[src/rtl/mem_arbiter_if.sv]
// rtl/mem_arbiter_if.sv - bundle of the CPU, DMA and memory buses around the arbiter
interface mem_arbiter_if #(
    parameter int ADDR_W = 16,
    parameter int DATA_W = 8
);
    logic              cpu_req;
    logic              cpu_we;
    logic [ADDR_W-1:0] cpu_addr;
    logic [DATA_W-1:0] cpu_wdata;
    logic              cpu_ack;
    logic [DATA_W-1:0] cpu_rdata;

    logic              dma_req;
    logic              dma_we;
    logic [ADDR_W-1:0] dma_addr;
    logic [DATA_W-1:0] dma_wdata;
    logic              dma_ack;
    logic [DATA_W-1:0] dma_rdata;

    logic              mem_en;
    logic              mem_we;
    logic [ADDR_W-1:0] mem_addr;
    logic [DATA_W-1:0] mem_wdata;
    logic [DATA_W-1:0] mem_rdata;

    logic              busy;

    modport slave (
        input  cpu_req, cpu_we, cpu_addr, cpu_wdata,
        output cpu_ack, cpu_rdata,
        input  dma_req, dma_we, dma_addr, dma_wdata,
        output dma_ack, dma_rdata,
        output mem_en, mem_we, mem_addr, mem_wdata,
        input  mem_rdata,
        output busy
    );

    modport master (
        output cpu_req, cpu_we, cpu_addr, cpu_wdata,
        input  cpu_ack, cpu_rdata,
        output dma_req, dma_we, dma_addr, dma_wdata,
        input  dma_ack, dma_rdata,
        input  mem_en, mem_we, mem_addr, mem_wdata,
        output mem_rdata,
        input  busy
    );
endinterface

[src/rtl/mem_arbiter.sv]
// rtl/mem_arbiter.sv - two-requester round-robin arbiter for a single-port synchronous memory
module mem_arbiter #(
    parameter int ADDR_W = 16,
    parameter int DATA_W = 8
) (
    input  logic         clk,
    input  logic         rst,
    mem_arbiter_if.slave bus
);
    typedef enum logic [1:0] {
        IDLE   = 2'd0,
        ACCESS = 2'd1,
        RESP   = 2'd2
    } state_t;

    state_t            state_q, state_d;
    logic              we_q, we_d;
    logic [ADDR_W-1:0] addr_q, addr_d;
    logic [DATA_W-1:0] wdata_q, wdata_d;
    logic              dma_own_q, dma_own_d;
    logic              last_dma_q, last_dma_d;
    logic [DATA_W-1:0] cpu_rdata_q, cpu_rdata_d;
    logic [DATA_W-1:0] dma_rdata_q, dma_rdata_d;

    logic              any_req;
    logic              pick_dma;
    logic              mem_en;
    logic              mem_we;
    logic              cpu_ack;
    logic              dma_ack;

    // DMA wins when it asks alone, or on a tie when the CPU was served last.
    always_comb begin
        any_req  = bus.cpu_req | bus.dma_req;
        pick_dma = bus.dma_req & (~bus.cpu_req | ~last_dma_q);
    end

    always_ff @(posedge clk) begin
        if (rst) begin
            state_q     <= IDLE;
            we_q        <= 1'b0;
            addr_q      <= '0;
            wdata_q     <= '0;
            dma_own_q   <= 1'b0;
            last_dma_q  <= 1'b1;
            cpu_rdata_q <= '0;
            dma_rdata_q <= '0;
        end else begin
            state_q     <= state_d;
            we_q        <= we_d;
            addr_q      <= addr_d;
            wdata_q     <= wdata_d;
            dma_own_q   <= dma_own_d;
            last_dma_q  <= last_dma_d;
            cpu_rdata_q <= cpu_rdata_d;
            dma_rdata_q <= dma_rdata_d;
        end
    end

    always_comb begin
        state_d     = state_q;
        we_d        = we_q;
        addr_d      = addr_q;
        wdata_d     = wdata_q;
        dma_own_d   = dma_own_q;
        last_dma_d  = last_dma_q;
        cpu_rdata_d = cpu_rdata_q;
        dma_rdata_d = dma_rdata_q;
        mem_en      = 1'b0;
        mem_we      = 1'b0;
        cpu_ack     = 1'b0;
        dma_ack     = 1'b0;

        case (state_q)
            IDLE: begin
                if (any_req) begin
                    state_d    = ACCESS;
                    dma_own_d  = pick_dma;
                    last_dma_d = pick_dma;
                    we_d       = pick_dma ? bus.dma_we    : bus.cpu_we;
                    addr_d     = pick_dma ? bus.dma_addr  : bus.cpu_addr;
                    wdata_d    = pick_dma ? bus.dma_wdata : bus.cpu_wdata;
                end
            end
            ACCESS: begin
                mem_en  = 1'b1;
                mem_we  = we_q;
                state_d = RESP;
            end
            RESP: begin
                cpu_ack = ~dma_own_q;
                dma_ack = dma_own_q;
                state_d = IDLE;
                // Read data is passed through combinationally so it is valid alongside ack.
                if (!we_q) begin
                    if (dma_own_q) begin
                        dma_rdata_d = bus.mem_rdata;
                    end else begin
                        cpu_rdata_d = bus.mem_rdata;
                    end
                end
            end
            default: begin
                state_d = IDLE;
            end
        endcase
    end

    assign bus.mem_en    = mem_en;
    assign bus.mem_we    = mem_we;
    assign bus.mem_addr  = addr_q;
    assign bus.mem_wdata = wdata_q;
    assign bus.cpu_ack   = cpu_ack;
    assign bus.dma_ack   = dma_ack;
    assign bus.cpu_rdata = cpu_rdata_d;
    assign bus.dma_rdata = dma_rdata_d;
    assign bus.busy      = (state_q != IDLE);
endmodule
[src/flat_wrapper.sv]
// flat-port wrapper written by rule: the top's interface ports become plain ports
module mem_arbiter_flat 
#(
    parameter int ADDR_W = 16,
    parameter int DATA_W = 8
)
  (clk, rst, bus_cpu_req, bus_cpu_we, bus_cpu_addr, bus_cpu_wdata, bus_cpu_ack, bus_cpu_rdata, bus_dma_req, bus_dma_we, bus_dma_addr, bus_dma_wdata, bus_dma_ack, bus_dma_rdata, bus_mem_en, bus_mem_we, bus_mem_addr, bus_mem_wdata, bus_mem_rdata, bus_busy);
  mem_arbiter_if #(.ADDR_W(ADDR_W), .DATA_W(DATA_W)) bus_i ();
  input  logic clk;
  input  logic rst;
  input wire logic [$bits(bus_i.cpu_req)-1:0] bus_cpu_req;
  input wire logic [$bits(bus_i.cpu_we)-1:0] bus_cpu_we;
  input wire logic [$bits(bus_i.cpu_addr)-1:0] bus_cpu_addr;
  input wire logic [$bits(bus_i.cpu_wdata)-1:0] bus_cpu_wdata;
  output wire logic [$bits(bus_i.cpu_ack)-1:0] bus_cpu_ack;
  output wire logic [$bits(bus_i.cpu_rdata)-1:0] bus_cpu_rdata;
  input wire logic [$bits(bus_i.dma_req)-1:0] bus_dma_req;
  input wire logic [$bits(bus_i.dma_we)-1:0] bus_dma_we;
  input wire logic [$bits(bus_i.dma_addr)-1:0] bus_dma_addr;
  input wire logic [$bits(bus_i.dma_wdata)-1:0] bus_dma_wdata;
  output wire logic [$bits(bus_i.dma_ack)-1:0] bus_dma_ack;
  output wire logic [$bits(bus_i.dma_rdata)-1:0] bus_dma_rdata;
  output wire logic [$bits(bus_i.mem_en)-1:0] bus_mem_en;
  output wire logic [$bits(bus_i.mem_we)-1:0] bus_mem_we;
  output wire logic [$bits(bus_i.mem_addr)-1:0] bus_mem_addr;
  output wire logic [$bits(bus_i.mem_wdata)-1:0] bus_mem_wdata;
  input wire logic [$bits(bus_i.mem_rdata)-1:0] bus_mem_rdata;
  output wire logic [$bits(bus_i.busy)-1:0] bus_busy;
  assign bus_i.cpu_req = bus_cpu_req;
  assign bus_i.cpu_we = bus_cpu_we;
  assign bus_i.cpu_addr = bus_cpu_addr;
  assign bus_i.cpu_wdata = bus_cpu_wdata;
  assign bus_cpu_ack = bus_i.cpu_ack;
  assign bus_cpu_rdata = bus_i.cpu_rdata;
  assign bus_i.dma_req = bus_dma_req;
  assign bus_i.dma_we = bus_dma_we;
  assign bus_i.dma_addr = bus_dma_addr;
  assign bus_i.dma_wdata = bus_dma_wdata;
  assign bus_dma_ack = bus_i.dma_ack;
  assign bus_dma_rdata = bus_i.dma_rdata;
  assign bus_mem_en = bus_i.mem_en;
  assign bus_mem_we = bus_i.mem_we;
  assign bus_mem_addr = bus_i.mem_addr;
  assign bus_mem_wdata = bus_i.mem_wdata;
  assign bus_i.mem_rdata = bus_mem_rdata;
  assign bus_busy = bus_i.busy;
  mem_arbiter #(.ADDR_W(ADDR_W), .DATA_W(DATA_W)) u_core (.clk(clk), .rst(rst), .bus(bus_i));
endmodule
[config.mk]
export PLATFORM = sky130hd
export DESIGN_NAME = mem_arbiter_flat
export DESIGN_NICKNAME = d
export VERILOG_FILES = /design/src/rtl/mem_arbiter_if.sv /design/src/rtl/mem_arbiter.sv /design/src/flat_wrapper.sv
export SDC_FILE = /design/constraint.sdc
export NUM_CORES = 1
export LEC_CHECK = 0
export ABC_AREA = 1
export BUFFER_PORTS_ARGS = -buffer_cell sky130_fd_sc_hd__buf_2
export CAP_MARGIN = 10
export CORE_MARGIN = 2
export CORE_UTILIZATION = 50
export CTS_BUF_LIST = sky130_fd_sc_hd__clkbuf_4 sky130_fd_sc_hd__clkbuf_8
export DETAILED_ROUTE_END_ITERATION = 6
export PLACE_DENSITY = 0.88
export SYNTH_ARGS = -nofsm -noshare
export SYNTH_HDL_FRONTEND = slang
export SYNTH_SLANG_ARGS = --single-unit
export TNS_END_PERCENT = 50
[constraint.sdc]
create_clock -name clk -period 1.51 [get_ports clk]
set_clock_uncertainty 0.1 [all_clocks]
set_input_delay 0.151 -clock clk [delete_from_list [all_inputs] [get_ports clk]]
set_output_delay 0.151 -clock clk [all_outputs]
set_load 0.02 [all_outputs]
### After elaboration in Yosys (flattened, before gate mapping)

Cells that the tools add are included.

| word-level totals | value |
|---|---|
| flip-flop bits (word level) | 45 |
| input port bits | 62 |
| output and inout bits | 45 |

| cells by class | value |
|---|---|
| eq/ne operators | 3 |
| muxes and demuxes | 15 |
| bitwise logic cells | 6 |
| reduce and logical (&&, ||, !) cells | 3 |

Operator list:

| cell | number |
|---|---|
| $mux 8 | 7 |
| $mux 16 | 1 |
| $mux 1 | 5 |
| $pmux 2 s2 | 1 |
| $not 1->1 | 3 |
| $eq 2x1->1 const B | 1 |
| $eq 2x2->1 const B | 1 |
| $logic_not 2->1 | 1 |
| $mux 2 | 1 |
| $ne 2x1->1 const B | 1 |
| $or 1x1->1 | 2 |
| $reduce_and 2->1 | 1 |
| $reduce_bool 2->1 | 1 |
| $and 1x1->1 | 1 |

### Depth between registers and ports, before layout

Gate-level depths: netlist of run 1.

| depth | value |
|---|---|
| word-level depth | 4 |
| gate-level depth with buffers | 7 |
| depth with buffers taken out | 6 |

### Worst setup path before layout of run 1

No wires, ideal clock.

| path | value |
|---|---|
| path kind | register to output |
| start | register u_core.we_q |
| end | output port bus_mem_we |
| arrival | 1,195 ps |
| required time | 1,259 ps |
| setup slack | 64 ps |
| stages on the path, launching flop included | 5 |
| cell sequence | dfxtp_1 -> inv_1 -> buf_2 -> buf_2 -> nor3_1 |

| between the ends | value |
|---|---|
| longest elaborated chain between the ends | 1 |

Ends and longest elaborated chain:

| what | RTL line | text |
|---|---|---|
| from (decl) | mem_arbiter.sv:17 | `logic we_q, we_d;` |
| from (signal assigned) | mem_arbiter.sv:50 | `we_q <= we_d;` |
| $mux 1 | mem_arbiter.sv:74 | `case (state_q)` |
| to (decl) | flat_wrapper.sv:24 | `output wire logic [$bits(bus_i.mem_we)-1:0] bus_mem_we;` |

No other way between the ends.

### Worst setup path in the final report of run 1

| path | value |
|---|---|
| start | register u_core.state_q[0] |
| end | output port bus_dma_rdata[2] |

| between the ends | value |
|---|---|
| longest elaborated chain between the ends | 2 |

Ends and longest elaborated chain:

| what | RTL line | text |
|---|---|---|
| from (decl) | mem_arbiter.sv:16 | `state_t state_q, state_d;` |
| from (signal assigned) | mem_arbiter.sv:49 | `state_q <= state_d;` |
| $eq 2x2->1 | mem_arbiter.sv:74 |  |
| $mux 8 | mem_arbiter.sv:74 |  |
| to (decl) | flat_wrapper.sv:22 | `output wire logic [$bits(bus_i.dma_rdata)-1:0] bus_dma_rdata;` |

No other way between the ends.

==> impl_metrics.toml, run 1 <==
[drt]
drt_iter0_drc = 73
drc_errors = 0
ant_nets = 0
wl_per_cell_um = 10.5
vias = 2644
viasPerCell = 4.60
dr.pass1.iters = 4
routed_wl_mm = 6.06

[pwr]
internal-power_mw = 2.02
pwr-share-comb_pct = 31.9
power_density_mw_per_mm2 = 901
switchingPower_mw = 1.04
swShare_pct = 34.0
static-leakage-power_nw = 1.93
pwr-share-seq_pct = 43.8
clkPwrFrac_pct = 24.3
vdd_drop_max_uv = 511

[synth]
synth_cell_types = 26
yosysMostFrequentCell = "nand2_1"
netlist_area_mm2 = 0.00257
async_flop_share_pct = 0
seq_area_frac_synth_pct = 35.0
synth_warnings = 0
synth_nets = 459
syn_avg_cell_area_um2 = 6.48
ys_ff_latch = 45
netlist_instances = 397
synthTopCellsByCount = "105 x nand2_1, 70 x nor2_1, 66 x inv_1, 45 x dfxtp_1, 27 x nand3_1"
yosys.area.top_type = "dfxtp_1"
synthTopCellsByArea = "dfxtp_1 35%, nand2_1 15%, nor2_1 10%, inv_1 9.6%, nand3_1 5.3%"
synth_top_area_share_pct = 35.0
synth_edf_count = 0
ys.flop_type = "dfxtp_1"

[timing]
fmax_mhz = 607
fin_crit_sh_pct = 109
whs_ns = 0.0769
final_hold_viol_count = 0
maxSlewViolCount = 0
period_needed_ns = 1.65
tightest_slew_ns = 0.710
grt_setup_unrepaired = "yes"
final.setup.worst_slack_ns = -0.138
setup_viol = 18
slew_headroom_pct = 52.5

[job]
drv_cap = 0

[floorplanning]
coreArea_mm2 = 0.00504
rows = 26
die_w_um = 75.7
dieArea_mm2 = 0.00574
die_y_um = 75.7
start_util_pct = 51.0
ios = 107

[clock_tree]
clk_pin_slew_ns = 0.08
clk_latency_ns = 0.30
htree_levels = 2
cts_buffer_depth = 2
cts-root-buf = "clkbuf_8"
cts_buffers = 5
cts.sinks = 45
cts_tree = "done"
cts_hold_buffers = 0

[global_route]
use_met3_pct = 6.35
grt_overflow_total = 0
grt_busiest_layer = "met2"
grt_max_degree = 45
grt_pass1_wl_mm = 9.49
grt_pass1_vias = 2302
met1_usage_pct = 23.9
grt_usage_pct = 21.5
antenna_found_initial = 0
grt_use_met2_pct = 39.0

[setup_path]
arrival_ns = 1.40
cpMaxStageDelayCell = "dfxtp_2"
cpPeakStageDelay_ns = 0.37
crit_type = "reg2out"
crit_family = "simple AND/OR/NAND/NOR gates"
crit_path_max_fanout = 10
cp_data_required_time_ns = 1.26
startpoint_type = "flip-flop"
worst-path-buf-inv = 3
endpoint_kind = "output pin"
cp_cell_sequence = "nor2_8 > buf_12 > nand4_1 > nand2_1 > inv_1 > buf_4"

[cells_and_area]
drive_gt1_share_pct = 30.5
layout.nets = 566
area_growth_pct = 32.1
num_antenna_cells = 0

[hold_path]
min_path_type = "in2reg"

[placed_design]
hpwl_mm = 4.31
io_buffers = 106
gp_congestion = 0.831
dp_slack_ns = 0.0676

[outcome]
status = "complete, but fails checks"
violations = "setup timing"
==> worst register-to-register path: stages, from the launching register on <==
cell and delay [ns]:
dfxtp_2 0.34, buf_4 0.15, nor2_2 0.17, o21ai_4 0.23
nand2_1 0.12, nand2_1 0.05, nor2_1 0.13
==> registers in the layout, summed over array words and instances, names as in the netlist <==
name	flops
u_core.bus.mem_addr	16
u_core.bus.mem_wdata	8
u_core.cpu_rdata_q	8
u_core.dma_rdata_q	8
u_core.state_q	2
u_core.dma_own_q	1
u_core.last_dma_q	1
u_core.we_q	1
==> logic make-up after synthesis <==
family / Yosys count / synth area share, %
buffers and inverters: 93 / 17.1
AND/OR/NAND/NOR: 232 / 39.8
flip-flops: 45 / 35.0
AO/OA/AOI/OAI: 27 / 8.12
==> worst paths after layout <==
path / from / end / slack (ns) / cells after the start
worst max-delay path: u_core.state_q[0]$_SDFFE_PP0P_ / bus_dma_rdata[2] / -0.14 / 6
worst min-delay path: bus_dma_addr[13] / u_core.bus.mem_addr[13]$_SDFFE_PP0P_ / 0.08 / 5
worst max register to register: u_core.state_q[1]$_SDFFE_PP0P_ / u_core.bus.mem_wdata[4]$_SDFFE_PP0P_ / 0.16 / 6
worst min register to register: u_core.last_dma_q$_SDFFE_PP1P_ / u_core.last_dma_q$_SDFFE_PP1P_ / 0.39 / 2
==> through the flow <==
stage	instance area, um2	instances	setup TNS, ns	utilization, %	power [mW]
after floorplan	2570	397	0	-	2.01
after global placement	3130	559	0	62.1	2.26
after detailed placement	3130	559	0	62.1	2.29
after CTS	3330	574	-2.42	66.0	3.07
after global routing	3400	575	-3.15	67.4	3.27
final	3400	575	-1.68	67.4	3.06
==> what timing repair did <==
| item | 4_1_cts | 5_1_grt |
|---|---|---|
| gates resized for setup | 13 | 23 |
| pin swaps | 11 | 6 |
| buffers inserted | 7 | 1 |
| endpoints found under the setup margin | 18 | 19 |
==> cells in the final DEF (no fill, tap or decap) <==
master    count
a21boi_0     15
a21boi_1     10
a21oi_1       1
buf_12        6
buf_2        89
buf_4        18
buf_6        10
clkbuf_4      1
clkbuf_8      5
clkinv_1      1
clkinv_2      3
dfxtp_1      43
dfxtp_2       2
inv_1        63
inv_2         4
inv_4         1
nand2_1     104
nand2_2       6
nand2_4       1
nand3_1      27
nand3_4       2
nand4_1      16
nor2_1       70
nor2_2        2
nor2_4        1
nor2_8        1
nor3_1        1
nor3_2        1
o21ai_4       1
==> power by group through the flow <==
stage	registers, mW	clock network, mW	logic [mW]
CTS	1.34	0.778	0.952
floorplan	1.46	0	0.554
detailed placement	1.37	0	0.920
global placement	1.36	0	0.900
finish	1.34	0.744	0.975
global route	1.35	0.823	1.09
==> per-layer routing <==
| layer | up-vias | share of wire [%] |
|---|---|---|
| met5 | - | 0 |
| met4 | 0 | 1.5 |
| met3 | 10 | 6.3 |
| met2 | 91 | 50 |
| met1 | 1140 | 42 |
| li1 | 1403 | - |
==> area by class of cell <==
class | instances | area, um2
Sequential cell | 45 | 903
Timing Repair Buffer | 123 | 813
Clock buffer | 6 | 76.3
Clock inverter | 2 | 10.0
Multi-Input combinational cell | 259 | 1240
Tap cell | 70 | 87.6
Inverter | 70 | 267
Fill cell | 442 | 1650
Note: power is estimated with default switching activity, not from simulation.
==> run 2, diff against run 1 <==
--- a/config.mk
+++ b/config.mk
@@ -7,6 +7,7 @@
 export LEC_CHECK = 0
 export ABC_AREA = 1
-export BUFFER_PORTS_ARGS = -buffer_cell sky130_fd_sc_hd__buf_2
+export BUFFER_PORTS_ARGS = -buffer_cell sky130_fd_sc_hd__buf_4
 export CAP_MARGIN = 10
+export CORE_ASPECT_RATIO = 0.8
 export CORE_MARGIN = 2
 export CORE_UTILIZATION = 50
--- a/constraint.sdc
+++ b/constraint.sdc
@@ -3,3 +3,3 @@
 set_input_delay 0.151 -clock clk [delete_from_list [all_inputs] [get_ports clk]]
 set_output_delay 0.151 -clock clk [all_outputs]
-set_load 0.02 [all_outputs]
+set_load 0.005 [all_outputs]
==> run 2 against run 1 <==
The flow still finishes with violations (setup timing). Cell count decreased by 0.35%. Sequential power barely moved. Utilization rose by 7.2 points. Clock power up 28%. Global-route usage increased by 1.8 points. Sequential share of layout area decreased by 2.3 points. Power grew 6.5%. Via count is 4.5% higher. Hold slack worse by 0.0025 ns. First-iteration DRC count up 130%. Combinational power decreased by 2%. Critical path type unchanged.
==> impl_metrics.toml, run 2 (synthesized netlist as in run 1, its figures left out) <==
[pwr]
internal-power_mw = 2.30
pwr-share-comb_pct = 29.4
pwr-share-seq_pct = 41.3
vdd_drop_max_uv = 581
power_density_mw_per_mm2 = 878
swShare_pct = 29.3
static-leakage-power_nw = 2.02
power.total_mw = 3.26
switchingPower_mw = 0.954
clkPwrFrac_pct = 29.4

[placed_design]
hpwl_mm = 4.70
place_area_mm2 = 0.00337
dp_cells = 552
dp_slack_ns = 0.0864
gp_congestion = 0.811
io_buffers = 106

[cells_and_area]
largest_register_ffs = 16
final_cells = 573
drive_gt1_share_pct = 34.2
num_antenna_cells = 0
nFillCells = 396
layout_common_cells = "105 x buf_4, 94 x nand2_1, 69 x nor2_1"
layout.nets = 572
area_growth_pct = 44.3
final_common_cell = "buf_4"
design_area_mm2 = 0.00371

[setup_path]
cpPeakStageDelay_ns = 0.36
cp_data_required_time_ns = 1.26
r2r-start = "u_core.state_q[1]$_SDFFE_PP0P_"
cp_cell_sequence = "inv_4 > nor2_8 > nand3_4 > nand2_1 > nand2_1 > inv_1 > buf_6"
rrSetupSlack_ns = 0
crit_path_max_fanout = 8
path_depth = 7
arrival_ns = 1.41
worstRegToRegCells = 9
crit_top_cell = "nand2_1"
reg2reg_to = "u_core.dma_rdata_q[7]$_SDFF_PP0_"
worst-path-buf-inv = 3
crit_type = "reg2out"
startpoint_type = "flip-flop"
cpMaxStageDelayCell = "dfxtp_2"
endpoint_kind = "output pin"
crit_family = "simple AND/OR/NAND/NOR gates"

[outcome]
violations = "setup timing"
status = "complete, but fails checks"

[timing]
fmax_mhz = 602
final.setup.worst_slack_ns = -0.151
period_needed_ns = 1.66
setup_viol = 17
maxSlewViolCount = 0
tightest_slew_ns = 0.721
slew_headroom_pct = 51.7
fin_tns_setup_ns = -1.60
grt_setup_unrepaired = "yes"
final_hold_viol_count = 0
fin_crit_sh_pct = 110

[clock_tree]
cts_buffer_depth = 2
cts_hold_buffers = 0
cts-root-buf = "clkbuf_8"
clk_pin_slew_ns = 0.09
cts_tree = "done"
cts.sinks = 45
clk_latency_ns = 0.30
htree_levels = 2
cts_buffers = 5

[global_route]
grt_max_degree = 38
grt_overflow_total = 0
grt_usage_pct = 23.3
grt_pass1_vias = 2587
grt_pass1_wl_mm = 10.8
antenna_found_initial = 0

[drt]
m1WireLength_mm = 2.75
wl_per_cell_um = 11.9
wl_met3_um = 482
dr.pass1.iters = 4
vias = 2764
drc_errors = 0
ant_nets = 0
routed_wl_mm = 6.83
drt_iter0_drc = 165
viasPerCell = 4.82
top_layer_used = "met4"
met2RoutedLength_mm = 3.52

[floorplanning]
coreArea_mm2 = 0.00498
die_w_um = 84.2
dieArea_mm2 = 0.00574
ios = 107
rows = 23
start_util_pct = 51.7
die_y_um = 68.2

[job]
drv_cap = 0

[hold_path]
min_to = "u_core.cpu_rdata_q[4]$_SDFF_PP0_"
min_path_type = "in2reg"
min_path_cells = 2
worstHoldStart = "rst"
-- run 2: cell types whose count changed in the layout (fill, tap and decap cells not counted), moves of 2 or more --
cell,delta
buf_2,-89
inv_2,+4
buf_4,+87
inv_1,-4
buf_6,+12
clkinv_2,-2
nand2_1,-10
buf_12,-4
nand2_2,+10
-- run 2: area by class of cell --
type | count | area (um2) | area share, %
Clock buffer | 6 | 82.6 | 2.23
Sequential cell | 45 | 903 | 24.3
Multi-Input combinational cell | 259 | 1270 | 34.2
Clock inverter | 2 | 37.5 | 1.01
Timing Repair Buffer | 129 | 1080 | 29.0
Inverter | 70 | 267 | 7.18
Tap cell | 62 | 77.6 | 2.09
-- run 2: worst max path at each step --
stage / start / to / slack, ns
floorplan: u_core.we_q$_SDFFE_PP0P_ / bus_cpu_rdata[6] / 0.26
global placement: u_core.state_q[0]$_SDFFE_PP0P_ / bus_dma_rdata[0] / 0.13
detailed placement: u_core.state_q[0]$_SDFFE_PP0P_ / bus_dma_rdata[0] / 0.09
CTS: u_core.state_q[1]$_SDFFE_PP0P_ / bus_cpu_rdata[7] / -0.12
global route: u_core.state_q[1]$_SDFFE_PP0P_ / bus_dma_rdata[1] / -0.23
finish: u_core.state_q[1]$_SDFFE_PP0P_ / bus_dma_rdata[1] / -0.15
-- run 2: routing by layer --
layer  track usage [%]  vias up
met4              7.86        0
met5                 0        -
li1                  -     1418
met2              43.6       94
met3              5.91       11
met1              26.4     1241
-- run 2: timing repair --
item                       4_1_cts  5_1_grt
setup buffers                   11        2
resized for setup               22       24
setup endpoints to repair       18       21
pin swaps                       17       10
-- run 2: stage by stage --
step / util [%] / hold WS [ns]
floorplan: - / 0.290
CTS: 73.2 / 0.0645
detailed placement: 67.7 / 0.375
finish: 74.5 / 0.0745
global placement: 67.7 / 0.366
global route: 74.5 / 0.0823
-- run 2: worst register-to-register path, delay by kind of cell (launching register included) --
kind,cells,cell delay (ns)
AND/OR/NAND/NOR,5,0.58
flip-flops,1,0.36
buffers and inverters,4,0.43
-- run 2: power by group through the flow --
| stage | registers [mW] | logic [mW] | clock network, mW |
|---|---|---|---|
| 2_1_floorplan | 1.37 | 0.514 | 0 |
| 3_3_place_gp | 1.36 | 0.867 | 0 |
| 3_5_place_dp | 1.37 | 0.894 | 0 |
| 4_1_cts | 1.34 | 0.941 | 0.966 |
| 5_1_grt | 1.36 | 1.07 | 1.01 |
| 6_report | 1.34 | 0.957 | 0.956 |
